**config.mk**
```make
export PLATFORM = sky130hd
export DESIGN_NAME = rram_controller
export DESIGN_NICKNAME = d
export VERILOG_FILES = /design/src/rtl/rram_ctrl_pkg.sv /design/src/rtl/rram_ctrl_fifo.sv /design/src/rtl/rram_controller.sv
export SDC_FILE = /design/constraint.sdc
export NUM_CORES = 1
export LEC_CHECK = 0
export CAP_MARGIN = 0
export CORE_MARGIN = 2
export CORE_UTILIZATION = 24
export CTS_BUF_LIST = sky130_fd_sc_hd__clkbuf_2
export CTS_CLUSTER_DIAMETER = 150
export DETAILED_ROUTE_END_ITERATION = 6
export GPL_TIMING_DRIVEN = 0
export HOLD_SLACK_MARGIN = 0.06
export PLACE_DENSITY_LB_ADDON = 0.15
export SKIP_LAST_GASP = 1
export SYNTH_ARGS = -nofsm -noshare
export SYNTH_HDL_FRONTEND = slang
export SYNTH_SLANG_ARGS = --single-unit
```
**constraint.sdc**
```tcl
create_clock -name clk -period 2.5 [get_ports clk]
set_input_delay 0.25 -clock clk [delete_from_list [all_inputs] [get_ports clk]]
set_output_delay 0.25 -clock clk [all_outputs]
set_load 0.005 [all_outputs]
```
**src/rtl/rram_ctrl_pkg.sv**
```systemverilog
`default_nettype none
// ============================================================================
// Module   : rram_ctrl_pkg
// Purpose  : Opcodes, FSM states and instruction field positions shared by
//            the RRAM controller and its sub-blocks.
// Revision : 1.0
// ============================================================================
package rram_ctrl_pkg;

   localparam logic [3:0] OP_NOP    = 4'h0;
   localparam logic [3:0] OP_LOAD   = 4'h1;
   localparam logic [3:0] OP_SETBIT = 4'h2;
   localparam logic [3:0] OP_MAC    = 4'h3;
   localparam logic [3:0] OP_CLRACC = 4'h4;
   localparam logic [3:0] OP_HALT   = 4'hF;

   localparam int OPC_MSB = 31;
   localparam int OPC_LSB = 28;
   localparam int COL_MSB = 27;
   localparam int COL_LSB = 24;
   localparam int ROW_MSB = 23;
   localparam int ROW_LSB = 20;
   localparam int VAL_BIT = 0;

   typedef enum logic [2:0] {
      S_IDLE   = 3'd0,
      S_FETCH  = 3'd1,
      S_DECODE = 3'd2,
      S_EXEC   = 3'd3,
      S_HALT   = 3'd4
   } state_t;

endpackage
`default_nettype wire

```
**src/rtl/rram_ctrl_fifo.sv**
```systemverilog
`default_nettype none
// ============================================================================
// Module   : rram_ctrl_fifo
// Purpose  : Count-based synchronous FIFO with registered empty/full flags.
// Revision : 1.0
// ============================================================================
module rram_ctrl_fifo #(
   parameter int WIDTH = 16,
   parameter int DEPTH = 16
) (
   input  logic             clk,
   input  logic             rst,
   input  logic             push,
   input  logic             pop,
   input  logic [WIDTH-1:0] din,
   output logic [WIDTH-1:0] dout,
   output logic             empty,
   output logic             full
);

   localparam int AW = $clog2(DEPTH);

   logic [WIDTH-1:0] mem [DEPTH];
   logic [AW-1:0]    wr_ptr;
   logic [AW-1:0]    rd_ptr;
   logic [AW:0]      count;
   logic [AW:0]      count_next;
   logic             push_ok;
   logic             pop_ok;

   // A pop in the same cycle frees the slot, so a full FIFO still accepts the push.
   assign push_ok = push && (!full || pop);
   assign pop_ok  = pop && !empty;
   assign dout    = mem[rd_ptr];

   always_comb begin
      count_next = count;
      if (push_ok && !pop_ok) begin
         count_next = count + (AW+1)'(1);
      end else if (pop_ok && !push_ok) begin
         count_next = count - (AW+1)'(1);
      end
   end

   always_ff @(posedge clk) begin
      if (rst) begin
         wr_ptr <= '0;
         rd_ptr <= '0;
         count  <= '0;
         empty  <= 1'b1;
         full   <= 1'b0;
      end else begin
         if (push_ok) begin
            mem[wr_ptr] <= din;
            wr_ptr      <= wr_ptr + AW'(1);
         end
         if (pop_ok) begin
            rd_ptr <= rd_ptr + AW'(1);
         end
         count <= count_next;
         empty <= (count_next == '0);
         full  <= (count_next == (AW+1)'(DEPTH));
      end
   end

endmodule
`default_nettype wire

```
**src/rtl/rram_controller.sv**
```systemverilog
`default_nettype none
// ============================================================================
// Module   : rram_controller
// Purpose  : Instruction-driven controller for a 16x16 RRAM compute array.
//            Optional debug outputs enabled by RRAM_CTRL_DEBUG_EN.
// Revision : 1.0
// ============================================================================
module rram_controller
   import rram_ctrl_pkg::*;
#(
   parameter int INSTRUCTION_SIZE = 32,
   parameter int ARRAY_SIZE       = 16,
   parameter int ADDR_SIZE_IM     = 7,
   parameter int IB_DEPTH         = 16
) (
   input  logic                        clk,
   input  logic                        rst,
   input  logic                        wishbone_wr_cs_instruction_memory,
   input  logic                        wishbone_wr_en_instruction_memory,
   input  logic [INSTRUCTION_SIZE-1:0] wishbone_data_in_instruction_memory,
   output logic                        wishbone_empty_instruction_memory,
   output logic                        wishbone_full_instruction_memory,
   input  logic                        wishbone_wr_cs_input_buffer,
   input  logic                        wishbone_wr_en_input_buffer,
   input  logic [ARRAY_SIZE-1:0]       wishbone_data_in_input_buffer,
   output logic                        wishbone_empty_input_buffer,
   output logic                        wishbone_full_input_buffer,
   input  logic                        enable_PC_IM,
   input  logic [ADDR_SIZE_IM-1:0]     start_PC_IM_address
`ifdef RRAM_CTRL_DEBUG_EN
   ,
   output logic [ADDR_SIZE_IM-1:0]     dbg_pc,
   output logic [2:0]                  dbg_state,
   output logic [7:0]                  dbg_acc,
   output logic [ARRAY_SIZE-1:0]       dbg_array_row
`endif
);

   localparam int                    IM_DEPTH      = 1 << ADDR_SIZE_IM;
   localparam logic [ADDR_SIZE_IM:0] IM_FULL_COUNT = IM_DEPTH[ADDR_SIZE_IM:0];
   localparam logic [ADDR_SIZE_IM-1:0] ADDR_ONE    = 1;

   logic [INSTRUCTION_SIZE-1:0] im_mem [IM_DEPTH];
   logic [ADDR_SIZE_IM-1:0]     im_wr_ptr;
   logic [ADDR_SIZE_IM:0]       im_count;
   logic [ADDR_SIZE_IM:0]       im_count_next;
   logic                        im_we;

   logic [ARRAY_SIZE-1:0]       arr [ARRAY_SIZE];
   logic [7:0]                  acc;
   logic [ADDR_SIZE_IM-1:0]     pc;
   logic [INSTRUCTION_SIZE-1:0] ir;
   logic [3:0]                  op;
   logic [3:0]                  row;
   logic [3:0]                  col;
   logic                        setval;
   logic                        enable_q;
   state_t                      state;
   state_t                      next_state;

   logic                        pc_load;
   logic                        pc_adv;
   logic                        ib_pop;
   logic                        do_setbit;
   logic                        do_clr;
   logic [ARRAY_SIZE-1:0]       ib_dout;
   logic                        ib_empty;
   logic                        unused_reserved;

   function automatic logic [7:0] popcount(input logic [ARRAY_SIZE-1:0] v);
      logic [7:0] n;
      n = '0;
      for (int i = 0; i < ARRAY_SIZE; i++) begin
         n = n + {7'd0, v[i]};
      end
      return n;
   endfunction

   assign unused_reserved = ^ir[ROW_LSB-1:VAL_BIT+1];

   assign im_we         = wishbone_wr_cs_instruction_memory && wishbone_wr_en_instruction_memory &&
                          !wishbone_full_instruction_memory;
   assign im_count_next = im_count + {{ADDR_SIZE_IM{1'b0}}, im_we};

   // A fetch from the address being written this cycle still sees the old word.
   always_ff @(posedge clk) begin
      if (rst) begin
         for (int i = 0; i < IM_DEPTH; i++) begin
            im_mem[i] <= '0;
         end
         im_wr_ptr                         <= '0;
         im_count                          <= '0;
         wishbone_empty_instruction_memory <= 1'b1;
         wishbone_full_instruction_memory  <= 1'b0;
      end else begin
         if (im_we) begin
            im_mem[im_wr_ptr] <= wishbone_data_in_instruction_memory;
            im_wr_ptr         <= im_wr_ptr + ADDR_ONE;
         end
         im_count                          <= im_count_next;
         wishbone_empty_instruction_memory <= (im_count_next == '0);
         wishbone_full_instruction_memory  <= (im_count_next == IM_FULL_COUNT);
      end
   end

   rram_ctrl_fifo #(
      .WIDTH (ARRAY_SIZE),
      .DEPTH (IB_DEPTH)
   ) u_ib (
      .clk   (clk),
      .rst   (rst),
      .push  (wishbone_wr_cs_input_buffer && wishbone_wr_en_input_buffer),
      .pop   (ib_pop),
      .din   (wishbone_data_in_input_buffer),
      .dout  (ib_dout),
      .empty (ib_empty),
      .full  (wishbone_full_input_buffer)
   );

   assign wishbone_empty_input_buffer = ib_empty;

   always_comb begin
      next_state = state;
      pc_load    = 1'b0;
      pc_adv     = 1'b0;
      ib_pop     = 1'b0;
      do_setbit  = 1'b0;
      do_clr     = 1'b0;
      if (!enable_PC_IM && state != S_IDLE) begin
         next_state = S_IDLE;
      end else begin
         case (state)
            S_IDLE: begin
               if (enable_PC_IM && !enable_q) begin
                  next_state = S_FETCH;
                  pc_load    = 1'b1;
               end
            end
            S_FETCH:  next_state = S_DECODE;
            S_DECODE: next_state = S_EXEC;
            S_EXEC: begin
               next_state = S_FETCH;
               pc_adv     = 1'b1;
               case (op)
                  OP_LOAD, OP_MAC: begin
                     if (ib_empty) begin
                        next_state = S_EXEC;
                        pc_adv     = 1'b0;
                     end else begin
                        ib_pop = 1'b1;
                     end
                  end
                  OP_SETBIT: do_setbit = 1'b1;
                  OP_CLRACC: do_clr    = 1'b1;
                  OP_HALT: begin
                     next_state = S_HALT;
                     pc_adv     = 1'b0;
                  end
                  OP_NOP:  ;
                  default: ;
               endcase
            end
            S_HALT:  ;
            default: next_state = S_IDLE;
         endcase
      end
   end

   always_ff @(posedge clk) begin
      if (rst) begin
         state    <= S_IDLE;
         enable_q <= 1'b0;
         pc       <= '0;
         ir       <= '0;
         op       <= '0;
         row      <= '0;
         col      <= '0;
         setval   <= 1'b0;
         acc      <= '0;
         for (int r = 0; r < ARRAY_SIZE; r++) begin
            arr[r] <= '0;
         end
      end else begin
         state    <= next_state;
         enable_q <= enable_PC_IM;
         if (pc_load) begin
            pc <= start_PC_IM_address;
         end else if (pc_adv) begin
            pc <= pc + ADDR_ONE;
         end
         if (state == S_FETCH) begin
            ir <= im_mem[pc];
         end
         if (state == S_DECODE) begin
            op     <= ir[OPC_MSB:OPC_LSB];
            col    <= ir[COL_MSB:COL_LSB];
            row    <= ir[ROW_MSB:ROW_LSB];
            setval <= ir[VAL_BIT];
         end
         if (ib_pop && op == OP_LOAD) begin
            arr[row] <= ib_dout;
         end
         if (do_setbit) begin
            arr[row][col] <= setval;
         end
         if (ib_pop && op == OP_MAC) begin
            acc <= acc + popcount(arr[row] & ib_dout);
         end else if (do_clr) begin
            acc <= '0;
         end
      end
   end

`ifdef RRAM_CTRL_DEBUG_EN
   assign dbg_pc        = pc;
   assign dbg_state     = state;
   assign dbg_acc       = acc;
   assign dbg_array_row = arr[ir[ROW_MSB:ROW_LSB]];
`endif

endmodule
`default_nettype wire

```
==> metrics.md <==
| Metric | Value |
|---|---|
| Outcome | finished with violations |
| Failing checks | capacitance limit, setup timing |
| Initial DRT Pass Iterations | 6 |
| Top cells by area, synth | edfxtp_1 59%, mux4_2 8.6%, and3_1 6.2%, nor2_1 4.6%, mux2i_1 3.6% |
| Die Span Y | ~330 µm |
| Area Growth Syn to Fin | 21.58% |
| Vias in the first global route | 20.12k |
| All-Layer GR Usage | between 20% and 30% |
| GRT busiest layer | met2 |
| Distinct cells, synth | between 50 and 60 |
| Relative slew slack | 0.4671% |
| Worst r2r path cells | 11 |
| Static leakage | between 10 and 15 nW |
| Post-route ant nets | 0 |
| Layout cells sized above 1 | between 20% and 30% |
| Peak VDD IR | 0.3945 mV |
| Inserted Clock Buffers | around 160 |
| Final worst clock skew | between 0.09 and 0.1 ns |
| Routing usage on met3 | roughly 6.5% |
| CTS clock-pin slew for the worst setup and hold paths | approximately 0.1 ns |
| Worst-Margin Slew | roughly 1.5 ns |
| Syn nets | 2052 |
| Synth Flop Type | edfxtp_1 |
| Core box area | ~0.11 mm² |
| Post-Synthesis Cells | 1984 |
| Launch point of the worst path | wishbone_data_in_instruction_memory[30] |
| Dpl cell area | ~0.028 mm² |
| Skew-Pair Late Insertion Delay | roughly 1.5 ns |
| Clock sink count | 555 |
| Final hold vios | 0 |
| Min Hold Slack | 0.1925 ns |
| CP endpoint | im_mem[55][30]$_SDFFCE_PN0P_ |
| DP Worst Slack | -1.840 ns |
| Die area | approximately 0.11 mm² |
| Seq cells post-synth | approximately 560 |
| Post-synth EDFFs | ~510 |
| Root Buffer | clkbuf_2 |
| CP Data Required Time | between 3 and 4 ns |
| Filler cells | between 10k and 15k |
| Share of the synthesized area in the top cell type | 58.70% |
| M1 GR Usage | 29.93% |
| Final worst slack | -0.2755 ns |
| Post-DR wirelength/cell | 34.34 µm |
| First-pass GRT wire length | roughly 170000 µm |
| Synth warn | 0 |
| Initial antenna violation count | 28 |
| Pin count of the biggest net entering global routing | 17 |
| Placed Cells | ~3.4k |
| Hpwl dp | around 87000 µm |
| Min-delay worst type | in2reg |
| Final Total Pwr | 0.02037 W |
| Grt ovf | 0 |
| Maxcap violations | 1 |
| Nets | roughly 2.3k |
| Post-route cell area | approximately 0.032 mm² |
| Worst path arrival time | between 3 and 4 ns |
| Drt total wl | 130100 µm |
| Rows | approximately 120 |
| Final setup fails | 79 |
| Vias/cell | around 5.3 |
| Mapped Area | around 0.026 mm² |
| Max Root-Sink Buffers | 3 |
| IO Count | 66 |
| RR Endpoint | ir[30]$_SDFFE_PP0P_ |
| Final period util | 111.0% |
| Fin. max-slew vios | 0 |
| FFs w/ async S/R, synth | 0% |
| Die width | around 330 µm |
| Crit start category | primary input |
| Yosys top cell by area | edfxtp_1 |
| Post-synthesis sequential area ratio | roughly three fifths |
| Post-layout minimum cycle time | ~2.8 ns |
| IO buf count | 20 |
| Finished Layout Cells | around 3.8k |
| Worst Setup Path Type | in2reg |
| H-tree depth | 4 |
| RSZ-0062 raised after global routing | yes |
| Met2 usage | between 30% and 40% |
| PwrDens | approximately 640 mW/mm² |
| R2R setup slack | -0.14 ns |
| Vias post-DR | 20.08k |
| Synthesized area per cell | ~13 µm² |
| Crit Reg-Reg Startpoint | pc[0]$_SDFFE_PP0P_ |
| DRC viols | 0 |
| Final GP Congestion | 0.9437 |
| CTS tree | done |
| Critical path capture point type | register |
| Drt initial violations | about 2.6k |
| Max Fclk | 360.3 MHz |
| Initial Util | ~24% |
| Critical path fanouts, max | 10 |
-- cell usage in the layout, fill, tap and decap left out, types with 9 or more instances in the layout --
| master | n |
|---|---|
| diode_2 | 10 |
| buf_6 | 13 |
| a21o_1 | 67 |
| a21oi_1 | 11 |
| buf_12 | 20 |
| buf_16 | 11 |
| nand2_2 | 9 |
| nand3_1 | 26 |
| clkdlybuf4s50_1 | 16 |
| nand2_1 | 45 |
| clkbuf_4 | 17 |
| nor2_1 | 313 |
| clkinv_1 | 35 |
| buf_4 | 40 |
| clkbuf_2 | 258 |
| o21bai_2 | 40 |
| dlygate4sd3_1 | 41 |
| o21bai_1 | 21 |
| mux2i_1 | 87 |
| clkbuf_8 | 11 |
| dfxtp_1 | 36 |
| nand2_4 | 12 |
| edfxtp_1 | 512 |
| mux4_2 | 100 |
| a22oi_1 | 28 |
| xor2_1 | 14 |
| nor2b_1 | 11 |
| and3_1 | 259 |
| clkbuf_1 | 114 |
-- flip-flops by register name (all words and copies together), names as in the netlist --
register	cells
im_mem	512
state	3
u_ib.empty	1
op	4
ir	4
im_wr_ptr	7
u_ib.count	5
enable_q	1
wishbone_full_instruction_memory	1
wishbone_empty_instruction_memory	1
u_ib.full	1
pc	7
im_count	8
-- worst max-delay path: stages --
cell,delay (ns)
dlygate4sd3_1,0.53
clkdlybuf4s50_1,0.65
clkbuf_1,1.01
clkbuf_1,1.15
and3_1,0.34
-- metal layers --
metal / part of all wire [%] / wire length [µm]
met4: 5.2 / 6724
met5: 0.045 / 58
met2: 45 / 58040
met3: 10 / 13040
met1: 40 / 52230
-- what timing repair did --
action | 4_1_cts | 5_1_grt
gates cloned | 1 | 0
hold endpoints to repair | 126 | 0
hold buffers | 41 | 0
setup buffers | 41 | 12
pin swaps | 14 | 9
gates resized for setup | 306 | 70
setup endpoints to repair | 962 | 536
-- how the worst min path moves through the flow --
stage / from / end / depth (start not counted)
CTS: enable_PC_IM / enable_q$_SDFF_PP0_ / 4
floorplan: enable_PC_IM / enable_q$_SDFF_PP0_ / 2
finish: enable_PC_IM / enable_q$_SDFF_PP0_ / 4
global route: enable_PC_IM / enable_q$_SDFF_PP0_ / 4
detailed placement: op[1]$_SDFFE_PP0P_ / op[1]$_SDFFE_PP0P_ / 2
global placement: op[1]$_SDFFE_PP0P_ / op[1]$_SDFFE_PP0P_ / 2
-- report_power, final --
group          internal [W]  switching [W]
clock               0.00264        0.00423
sequential           0.0105       0.000153
combinational       0.00111        0.00176
-- per-stage QoR --
stage | util [%] | TNS (ns)
finish | 29.33 | -6.471
detailed placement | 26.02 | -1016.83
CTS | 29.06 | -3.528
global placement | 25.94 | -1082.31
floorplan | - | 0
global route | 29.32 | -0.8248
-- cells in the mapped netlist (all sizes together), types with 5 or more instances --
cell,n
nor2b,20
o21ai,7
buf,39
nor4,5
ha,6
a21oi,11
nand2b,8
nor2,318
o21bai,65
o22ai,8
nand2,66
o211ai,7
nand3,28
a2111oi,8
mux2,8
inv,6
mux2i,96
dfxtp,43
and3,261
mux4,100
clkbuf,184
a22oi,29
edfxtp,512
a211oi,7
a21o,67
or3,7
xnor2,8
xor2,14
nor3,9
-- cells by family (layout without fill, tap and decap cells) --
kind of cell	count (synthesis)	count (layout)	share of synthesized area, %
AOI/OAI and AO/OA	223	223	6.354
xor gates and xnor gates	22	22	0.7357
adders and majority gates	6	6	0.2866
buffers and inverters	229	609	3.870
DFF	555	555	61.99
muxes	204	204	12.66
other	0	10	0
and+or+nand+nor	745	745	14.10
-- final cells by class --
| cell class | instances | area, µm² | area share, % |
|---|---|---|---|
| Multi-Input combinational cell | 1200 | 9656 | 30.32 |
| Inverter | 6 | 22.52 | 0.07073 |
| Sequential cell | 555 | 16240 | 51.02 |
| Buffer | 210 | 1471 | 4.621 |
| Clock inverter | 46 | 229.0 | 0.7191 |
| Clock buffer | 229 | 1146 | 3.599 |
| Antenna cell | 10 | 25.02 | 0.07859 |
| Tap cell | 1414 | 1769 | 5.556 |
| Timing Repair Buffer | 118 | 1279 | 4.016 |
No activity file was read; power rests on OpenSTA's default activity.
